**src/rtl/pipe_hazard_ctrl.sv**
```systemverilog
// -----------------------------------------------------------------------------
// pipe_hazard_ctrl
//
// Central stall/flush sequencer for the 5-stage 8-bit pipeline. It owns the
// write-enables and flushes of PC, IF/ID and ID/EX, plus one global freeze
// that holds every pipeline register (EX/MEM and MEM/WB included).
//
// Hazards handled:
//   - post-reset scrub: INIT_CYCLES cycles of forced bubbles
//   - load-use: one-cycle stall with a bubble into ID/EX (r0 never hazards)
//   - taken branch: squash IF/ID and ID/EX
//   - multi-cycle data-memory access: freeze until mem_ready, with a timeout
//
// Ports:
//   clk, reset          rising-edge clock, synchronous active-high reset
//   IF_ID_rs/rt         source registers of the instruction in ID
//   IF_ID_uses_rt       ID instruction reads rt
//   ID_EX_rd            destination register of the instruction in EX
//   ID_EX_mem_read      EX instruction is a load
//   branch_taken        branch resolved taken in EX
//   EX_MEM_mem_read/write  MEM-stage load / store
//   mem_ready           data memory completes the current access this cycle
//   pc_write            PC load enable
//   IF_ID_write         IF/ID load enable
//   IF_ID_flush         IF/ID clear to NOP
//   ID_EX_flush         ID/EX clear (bubble)
//   pipe_freeze         hold all pipeline registers
//   mem_req             data memory access request
//   mem_timeout         sticky flag: an access was abandoned
//   stall_cycles        saturating count of cycles with pc_write=0
//   dbg_state           current FSM state (0=INIT, 1=RUN, 2=MEM_WAIT)
//
// Memory handshake: mem_req is the request (valid) and mem_ready the
// completion (ready). An access completes on the rising edge of a cycle in
// which both are high; while mem_req is high and mem_ready is low the
// pipeline is frozen so the MEM-stage request stays stable. If the access
// has not completed after MEM_TIMEOUT frozen cycles it is abandoned, the
// pipeline moves on and mem_timeout is raised until reset.
//
// INIT_CYCLES must be at least 1.
// -----------------------------------------------------------------------------
module pipe_hazard_ctrl #(
    parameter int INIT_CYCLES = 3,
    parameter int MEM_TIMEOUT = 15,
    parameter int CNT_W       = 16
) (
    input  logic             clk,
    input  logic             reset,
    input  logic [2:0]       IF_ID_rs,
    input  logic [2:0]       IF_ID_rt,
    input  logic             IF_ID_uses_rt,
    input  logic [2:0]       ID_EX_rd,
    input  logic             ID_EX_mem_read,
    input  logic             branch_taken,
    input  logic             EX_MEM_mem_read,
    input  logic             EX_MEM_mem_write,
    input  logic             mem_ready,
    output logic             pc_write,
    output logic             IF_ID_write,
    output logic             IF_ID_flush,
    output logic             ID_EX_flush,
    output logic             pipe_freeze,
    output logic             mem_req,
    output logic             mem_timeout,
    output logic [CNT_W-1:0] stall_cycles,
    output logic [1:0]       dbg_state
);

    typedef enum logic [1:0] {
        ST_INIT     = 2'd0,
        ST_RUN      = 2'd1,
        ST_MEM_WAIT = 2'd2
    } state_t;

    // init_cnt runs 0 .. INIT_CYCLES-1 while in INIT
    localparam int INIT_W = (INIT_CYCLES > 1) ? $clog2(INIT_CYCLES) : 1;
    localparam logic [INIT_W-1:0] INIT_LAST = INIT_W'(INIT_CYCLES - 1);

    // wait_cnt runs 1 .. MEM_TIMEOUT while in MEM_WAIT
    localparam int WAIT_W = $clog2(MEM_TIMEOUT + 1);
    localparam logic [WAIT_W-1:0] WAIT_LIMIT = WAIT_W'(MEM_TIMEOUT);

    localparam logic [CNT_W-1:0] STALL_MAX = '1;

    state_t              state;
    state_t              state_next;
    logic [INIT_W-1:0]   init_cnt;
    logic [WAIT_W-1:0]   wait_cnt;

    logic acc;
    logic lu;

    // Outputs of the normal (unfrozen) branch / load-use / pass priority
    logic run_pc_write;
    logic run_if_id_write;
    logic run_if_id_flush;
    logic run_id_ex_flush;

    // Sequential side effects requested by the next-state logic
    logic wait_load;
    logic wait_inc;
    logic timeout_set;

    assign acc = EX_MEM_mem_read | EX_MEM_mem_write;

    // r0 is hard-wired zero, so a load into it never creates a dependency
    assign lu = ID_EX_mem_read && (ID_EX_rd != 3'd0) &&
                ((ID_EX_rd == IF_ID_rs) ||
                 (IF_ID_uses_rt && (ID_EX_rd == IF_ID_rt)));

    assign dbg_state = state;

    always_comb begin
        run_pc_write    = 1'b1;
        run_if_id_write = 1'b1;
        run_if_id_flush = 1'b0;
        run_id_ex_flush = 1'b0;
        if (branch_taken) begin
            // Squash both younger instructions; the stalled ID instruction
            // of a coincident load-use is wrong-path anyway.
            run_if_id_flush = 1'b1;
            run_id_ex_flush = 1'b1;
        end else if (lu) begin
            // Hold PC and IF/ID one cycle; the bubble clears ID_EX_mem_read.
            run_pc_write    = 1'b0;
            run_if_id_write = 1'b0;
            run_id_ex_flush = 1'b1;
        end
    end

    always_ff @(posedge clk) begin
        if (reset) begin
            state <= ST_INIT;
        end else begin
            state <= state_next;
        end
    end

    always_comb begin
        state_next  = state;
        pc_write    = run_pc_write;
        IF_ID_write = run_if_id_write;
        IF_ID_flush = run_if_id_flush;
        ID_EX_flush = run_id_ex_flush;
        pipe_freeze = 1'b0;
        mem_req     = 1'b0;
        wait_load   = 1'b0;
        wait_inc    = 1'b0;
        timeout_set = 1'b0;

        case (state)
            ST_INIT: begin
                // Inputs (mem_ready included) have no effect here.
                pc_write    = 1'b0;
                IF_ID_write = 1'b0;
                IF_ID_flush = 1'b1;
                ID_EX_flush = 1'b1;
                if (init_cnt == INIT_LAST) begin
                    state_next = ST_RUN;
                end
            end

            ST_RUN: begin
                mem_req = acc;
                if (acc && !mem_ready) begin
                    // Freeze dominates: branch/lu stay latched in the frozen
                    // registers and are acted on in the release cycle.
                    pipe_freeze = 1'b1;
                    pc_write    = 1'b0;
                    IF_ID_write = 1'b0;
                    IF_ID_flush = 1'b0;
                    ID_EX_flush = 1'b0;
                    wait_load   = 1'b1;
                    state_next  = ST_MEM_WAIT;
                end
            end

            ST_MEM_WAIT: begin
                mem_req = 1'b1;
                if (mem_ready) begin
                    state_next = ST_RUN;
                end else if (wait_cnt == WAIT_LIMIT) begin
                    // Abandon the access; load data is undefined.
                    timeout_set = 1'b1;
                    state_next  = ST_RUN;
                end else begin
                    pipe_freeze = 1'b1;
                    pc_write    = 1'b0;
                    IF_ID_write = 1'b0;
                    IF_ID_flush = 1'b0;
                    ID_EX_flush = 1'b0;
                    wait_inc    = 1'b1;
                end
            end

            default: begin
                pc_write    = 1'b0;
                IF_ID_write = 1'b0;
                IF_ID_flush = 1'b1;
                ID_EX_flush = 1'b1;
                state_next  = ST_INIT;
            end
        endcase
    end

    always_ff @(posedge clk) begin
        if (reset) begin
            init_cnt <= '0;
        end else if ((state == ST_INIT) && (init_cnt != INIT_LAST)) begin
            init_cnt <= init_cnt + INIT_W'(1);
        end
    end

    always_ff @(posedge clk) begin
        if (reset) begin
            wait_cnt <= '0;
        end else if (wait_load) begin
            // The RUN cycle that detected the miss is the first frozen cycle
            wait_cnt <= WAIT_W'(1);
        end else if (wait_inc) begin
            wait_cnt <= wait_cnt + WAIT_W'(1);
        end
    end

    always_ff @(posedge clk) begin
        if (reset) begin
            mem_timeout <= 1'b0;
        end else if (timeout_set) begin
            mem_timeout <= 1'b1;
        end
    end

    always_ff @(posedge clk) begin
        if (reset) begin
            stall_cycles <= '0;
        end else if ((state != ST_INIT) && !pc_write &&
                     (stall_cycles != STALL_MAX)) begin
            stall_cycles <= stall_cycles + CNT_W'(1);
        end
    end

endmodule

```
**config.mk**
```make
export PLATFORM = sky130hd
export DESIGN_NAME = pipe_hazard_ctrl
export DESIGN_NICKNAME = d
export VERILOG_FILES = /design/src/rtl/pipe_hazard_ctrl.sv
export SDC_FILE = /design/constraint.sdc
export NUM_CORES = 1
export LEC_CHECK = 0
export ABC_AREA = 0
export CAP_MARGIN = 25
export CORE_UTILIZATION = 50
export CTS_BUF_LIST = sky130_fd_sc_hd__clkbuf_8
export DETAILED_ROUTE_END_ITERATION = 10
export PLACE_DENSITY = 0.85
export SLEW_MARGIN = 20
export SYNTH_ARGS = -nofsm -noshare
export SYNTH_HDL_FRONTEND = slang
export SYNTH_SLANG_ARGS = --single-unit
```
**constraint.sdc**
```tcl
create_clock -name clk -period 3.7 [get_ports clk]
set_input_delay 0.74 -clock clk [delete_from_list [all_inputs] [get_ports clk]]
set_output_delay 0.74 -clock clk [all_outputs]
set_load 0.02 [all_outputs]
```
==> impl_metrics.py, run 1 <==
metrics = {
    "logic_synthesis": {
        "netlist_area_mm2": 0.00138,
        "synthTopCellsByArea": "dfxtp_1, a21oi_1, ha_1",
        "synth_top_area_share_pct": 36.2,
        "synth_top_cell_by_area": "dfxtp_1",
        "syn_area_per_cell_um2": 8.43,
        "synth.net_count": 187,
        "syn_inst": 164,
        "ys_ff_latch": 25,
        "ys_seq_area_share_pct": 36.2,
        "yosysWarnings": 0,
        "synth_cell_types": 36,
    },
    "power": {
        "ir_worst_vdd_v": 0.000310,
        "finalPower_w": 0.000787,
        "powerDensity_mw_per_mm2": 426,
        "leakage_nw": 0.632,
    },
    "floorplanning": {
        "die_height_um": 54.6,
        "rows": 18,
        "initial_utilization_pct": 54.3,
        "die_area_mm2": 0.00298,
        "io_pins": 42,
        "coreArea_mm2": 0.00254,
        "die_w_um": 54.6,
    },
    "worst_hold_path": {
        "hp-start": "mem_timeout",
        "min_path_type": "reg2reg",
    },
    "sta": {
        "tightestPinTransition_ns": 0.947,
        "finalHoldViolCount": 0,
        "fin_skew_ns": 0.00229,
        "finalSetupTns_ns": 0,
        "drv_slew": 0,
        "rsz0062_at_grt": "false",
        "clock.fmax_ghz": 0.303,
        "finalCritPeriodShare_pct": 89.2,
        "min_period_ns": 3.30,
        "finalSetupViolCount": 0,
        "slew_headroom_pct": 36.7,
    },
    "layout": {
        "antenna_cells": 0,
        "area_growth_pct": 33.8,
        "drive_above_1_share_pct": 3.43,
        "nets": 228,
    },
    "worst_setup_path": {
        "worstSetupStartpointType": "input pin",
        "cpMostUsedCell": "clkdlybuf4s50_1",
        "worstPathCellList": "clkdlybuf4s50_1 -> xnor2_1 -> nand4_1 -> a211oi_2 -> nor2_1 -> clkdlybuf4s50_1",
        "cp_top_family": "buffers and inverters",
        "max_stage_delay_ns": 0.55,
        "required_ns": 2.96,
        "crit_path_end_kind": "output port",
        "cp-startpoint": "ID_EX_rd[0]",
        "worstReg2RegStart": "wait_cnt[0]",
        "cp_data_arrival_time_ns": 2.56,
        "path_class": "in2out",
        "crit_buf_inv": 2,
        "cp_max_fo": 3,
        "critPathSlowestCell": "clkdlybuf4s50_1",
    },
    "clock_tree": {
        "cts.path.max_buffers": 2,
        "insertion_delay_ns": 0.26,
        "numCtsBuffers": 3,
        "root_buffer": "clkbuf_8",
        "cts_tree": "done",
        "h-tree-depth": 1,
        "clk_pin_slew_ns": 0.08,
        "post-cts-setup-buffers": 0,
        "cts.sinks": 25,
        "cts_hold_buf": 0,
        "cts_resized": 0,
    },
    "grt": {
        "grt_usage_pct": 23.0,
        "grt_max_degree": 28,
        "grt_first_pass_wirelength_mm": 5.04,
        "grt-ovfl-total": 0,
        "grt_pass1_vias": 1252,
        "antenna_found_initial": 0,
    },
    "drt": {
        "firstDrtPassIters": 4,
        "drt-initial-drc-count": 18,
        "drt-total-wl_mm": 3.06,
        "viasPerCell": 5.72,
        "drc_errors": 0,
        "vias": 1338,
        "wl_per_cell_um": 13.1,
        "ant_nets": 0,
    },
    "run_status": {
        "status": "finished clean",
    },
    "job": {
        "cap_viol_max_count": 0,
    },
    "place": {
        "dpl.hpwl_mm": 2.30,
        "io_buffers": 41,
        "gp_congestion": 0.827,
    },
}
## power breakdown
| group | total, W | internal, W | switching, W |
|---|---|---|---|
| Clock | 0.000154 | 0.0000740 | 0.0000801 |
| Sequential | 0.000313 | 0.000293 | 0.0000206 |
| Combinational | 0.000320 | 0.000136 | 0.000184 |
| Total | 0.000787 | 0.000503 | 0.000285 |
## Yosys cell counts (all sizes together)
library cell and count:
a2111oi 1, a211oi 3, a21boi 1, a21o 1
a21oi 15, a31oi 1, a32oi 1, and3 3
and4 2, buf 3, clkbuf 3, dfxtp 25
ha 6, inv 7, mux2 1, mux2i 2
nand2 8, nand2b 1, nand3 9, nand3b 1
nand4 5, nor2 15, nor2b 2, nor3 5
o211ai 2, o21a 1, o21ai 5, o21bai 1
o2bb2ai 1, o31ai 9, or3 5, or4 8
xnor2 8, xor2 3
## cells in the final DEF, fill, tap and decap left out, types with 2 or more instances in the layout
| cell type | Yosys | layout |
|---|---|---|
| clkdlybuf4s50_1 | 0 | 41 |
| mux2i_1 | 2 | 2 |
| o21ai_0 | 5 | 5 |
| or3_1 | 5 | 5 |
| o31ai_1 | 9 | 9 |
| nand2_1 | 8 | 8 |
| nand3_1 | 9 | 9 |
| nor3_1 | 5 | 5 |
| or4_1 | 8 | 8 |
| dfxtp_1 | 25 | 25 |
| clkbuf_8 | 0 | 3 |
| nor2_1 | 15 | 15 |
| a21oi_1 | 15 | 15 |
| nor2b_1 | 2 | 2 |
| xor2_1 | 3 | 3 |
| inv_1 | 7 | 8 |
| ha_1 | 6 | 6 |
| nand4_1 | 5 | 5 |
| and3_1 | 3 | 3 |
| a211oi_1 | 2 | 2 |
| and4_1 | 2 | 2 |
| xnor2_1 | 8 | 8 |
## worst paths after layout
path,slack (ns),to,cells past startpoint
worst max-delay path,0.40,IF_ID_write,6
worst min-delay path,0.49,mem_timeout,2
worst max register to register,1.32,stall_cycles[2],7
worst min register to register,0.49,mem_timeout,2
## state kept, by name, indices dropped and copies added, names as in the netlist
name / cells
wait_cnt: 4
init_cnt: 2
stall_cycles: 16
mem_timeout: 1
dbg_state: 2
## per-stage QoR
stage | util (%) | instance area [µm²] | worst slack (ns) | std cells | hold WS (ns)
3_5_place_dp | 70.9 | 1800 | 0.391 | 230 | 0.464
5_1_grt | 72.7 | 1850 | 0.226 | 234 | 0.537
2_1_floorplan | - | 1380 | 1.24 | 164 | 0.482
6_report | 72.7 | 1850 | 0.399 | 234 | 0.486
3_3_place_gp | 70.9 | 1800 | 0.463 | 230 | 0.450
4_1_cts | 72.7 | 1850 | 0.377 | 234 | 0.483
## worst register-to-register path: stages (launching register included)
cell and delay [ns]:
dfxtp_1 0.39, ha_1 0.23, a31oi_1 0.11, o2bb2ai_1 0.24, nand2_1 0.14, o211ai_2 0.76, nor2_1 0.10, mux2_2 0.30
## layer usage
metal / global-route usage [%] / part of all wire, % / wire length, µm
met5: 0 / 0 / 0
met4: 4.70 / 0.43 / 13
met3: 3.33 / 5.2 / 158
met2: 44.6 / 49 / 1510
met1: 25.8 / 45 / 1380
## final cells by class
| cell class | count | area (µm²) |
|---|---|---|
| Clock buffer | 3 | 41.3 |
| Clock inverter | 1 | 3.75 |
| Fill cell | 201 | 696 |
| Inverter | 7 | 26.3 |
| Multi-Input combinational cell | 126 | 822 |
| Sequential cell | 25 | 500 |
| Tap cell | 30 | 37.5 |
| Timing Repair Buffer | 42 | 418 |
## cells by family (layout without fill, tap and decap cells)
group | Yosys count | after routing | share of synthesized area, %
AND/OR/NAND/NOR | 64 | 64 | 24.7
AO/OA/AOI/OAI | 42 | 42 | 20.1
flip-flops | 25 | 25 | 36.2
buffers and inverters | 13 | 53 | 4.34
XOR/XNOR | 11 | 11 | 6.97
adder cells (fa/ha/maj) | 6 | 6 | 5.43
multiplexers | 3 | 3 | 2.26
Note: power is estimated with default switching activity, not from simulation.
==> inputs of run 2 (changes only) <==
==> constraint.sdc (replaced) <==
create_clock -name clk -period 3.7 [get_ports clk]
set_input_delay 0.74 -clock clk [delete_from_list [all_inputs] [get_ports clk]]
set_output_delay 0.74 -clock clk [all_outputs]
set_load 0.1 [all_outputs]
==> impl_metrics.py, run 2 (synthesis gave the netlist of run 1 again) <==
metrics = {
    "layout": {
        "antenna_cells": 0,
        "reg_top3": "stall_cycles: 16 flops, wait_cnt: 4 flops",
        "area_growth_pct": 37.6,
        "final_cell_mix": "clkdlybuf4s50_1, dfxtp_1, a21oi_1, nor2_1",
        "largest_reg_flops": 16,
        "stdcell_area_mm2": 0.00190,
        "layout_commonest_cell": "clkdlybuf4s50_1",
        "nets": 228,
        "drive_above_1_share_pct": 7.84,
        "top_register": "stall_cycles",
    },
    "floorplanning": {
        "die_area_mm2": 0.00298,
        "rows": 18,
        "die_w_um": 54.6,
        "die_height_um": 54.6,
        "io_pins": 42,
        "coreArea_mm2": 0.00254,
        "initial_utilization_pct": 54.3,
    },
    "grt": {
        "grt_first_pass_wirelength_mm": 5.09,
        "grt_max_degree": 28,
        "antenna_found_initial": 0,
        "grt.met3_usage_pct": 3.61,
        "grt_pass1_vias": 1260,
        "grtUsageMet1_pct": 25.6,
        "busiest_layer": "met2",
        "grt_usage_pct": 23.9,
        "grt-ovfl-total": 0,
        "grtUsageMet2_pct": 44.4,
    },
    "worst_hold_path": {
        "min_to": "mem_timeout",
        "hp-start": "mem_timeout",
        "min_path_type": "reg2reg",
        "hold_depth": 2,
    },
    "power": {
        "ir_worst_vdd_v": 0.000642,
        "leakage_nw": 0.658,
        "powerDensity_mw_per_mm2": 537,
    },
    "place": {
        "placedInstanceArea_mm2": 0.00186,
        "io_buffers": 41,
        "dpl.hpwl_mm": 2.48,
        "gp_congestion": 0.842,
    },
    "worst_setup_path": {
        "critPathSlowestCell": "clkdlybuf4s50_1",
        "crit_path_end_kind": "output port",
        "worstPathCellList": "clkdlybuf4s50_1 -> o21bai_1 -> o2bb2ai_1 -> nand2_1 -> nor2_2 -> buf_12",
        "worstReg2RegStart": "wait_cnt[0]",
        "worstSetupStartpointType": "input pin",
        "cp_data_arrival_time_ns": 2.26,
        "ff2ff_setup_slack_ns": 1.31,
        "path_class": "in2out",
        "required_ns": 2.96,
        "r2r_end": "stall_cycles[2]",
        "worst_r2r_path_depth": 7,
        "max_stage_delay_ns": 0.55,
        "cp_max_fo": 6,
    },
    "clock_tree": {
        "cts_resized": 0,
        "post-cts-setup-buffers": 0,
        "cts.sinks": 25,
        "h-tree-depth": 1,
        "root_buffer": "clkbuf_8",
        "numCtsBuffers": 3,
        "cts_hold_buf": 0,
        "insertion_delay_ns": 0.27,
        "clk_pin_slew_ns": 0.08,
        "cts_tree": "done",
        "cts.path.max_buffers": 2,
    },
    "drt": {
        "viasPerCell": 5.97,
        "firstDrtPassIters": 4,
        "drt-initial-drc-count": 23,
        "wl_per_cell_um": 14.0,
        "vias": 1396,
        "drc_errors": 0,
        "drt-total-wl_mm": 3.28,
        "ant_nets": 0,
    },
    "sta": {
        "drv_slew": 0,
        "finalCritPeriodShare_pct": 81.2,
        "tightestPinTransition_ns": 0.994,
        "rsz0062_at_grt": "false",
        "finalSetupViolCount": 0,
        "min_period_ns": 3.00,
        "slew_headroom_pct": 33.5,
        "fin_skew_ns": 0.00463,
        "finalHoldViolCount": 0,
        "clock.fmax_ghz": 0.333,
        "finalSetupTns_ns": 0,
    },
    "job": {
        "cap_viol_max_count": 0,
    },
    "run_status": {
        "status": "finished clean",
    },
}
==> run 2: power by group <==
group	total, W	switching, W	internal, W
logic	0.000547	0.000378	0.000169
registers	0.000313	0.0000202	0.000293
clock network	0.000162	0.0000864	0.0000753
total	0.00102	0.000484	0.000537
==> run 2: metrics by stage <==
| stage | setup slack, ns | utilization, % | std cells | hold slack [ns] | total power [W] |
|---|---|---|---|---|---|
| after floorplan | -0.0232 | - | 164 | 0.482 | 0.000716 |
| after global placement | 0.585 | 72.9 | 230 | 0.450 | 0.000846 |
| after detailed placement | 0.465 | 72.9 | 230 | 0.461 | 0.000867 |
| after CTS | 0.695 | 74.7 | 234 | 0.481 | 0.00103 |
| after global routing | 0.604 | 74.7 | 234 | 0.526 | 0.00107 |
| final | 0.697 | 74.7 | 234 | 0.477 | 0.00102 |
==> run 2: area by class of cell <==
type | instances | area [µm²]
clock buffer | 3 | 41.3
clock inverter | 1 | 5.00
fill | 206 | 643
inverter | 7 | 26.3
multi-input combinational | 126 | 825
sequential | 25 | 502
tap | 30 | 37.5
timing repair buffer | 42 | 465
==> run 2: worst max-delay path by stage <==
stage	from	end	depth (start not counted)
after floorplan	dbg_state[0]	mem_req	3
after CTS	mem_ready	pc_write	6
final	mem_ready	pc_write	6
after global routing	mem_ready	pc_write	6
after global placement	ID_EX_rd[0]	stall_cycles[15]	7
after detailed placement	ID_EX_rd[1]	stall_cycles[13]	7
==> run 2: critical path: cells and delay by family <==
kind | cells | cell delay [ns]
simple gates | 2 | 0.39
buf+inv | 2 | 0.76
compound gates | 2 | 0.36
==> run 2: metal layers <==
layer	part of all wire [%]	vias to the layer above
li1	-	691
met1	42	656
met2	51	41
met3	4.9	8
met4	2.2	0
met5	0	-
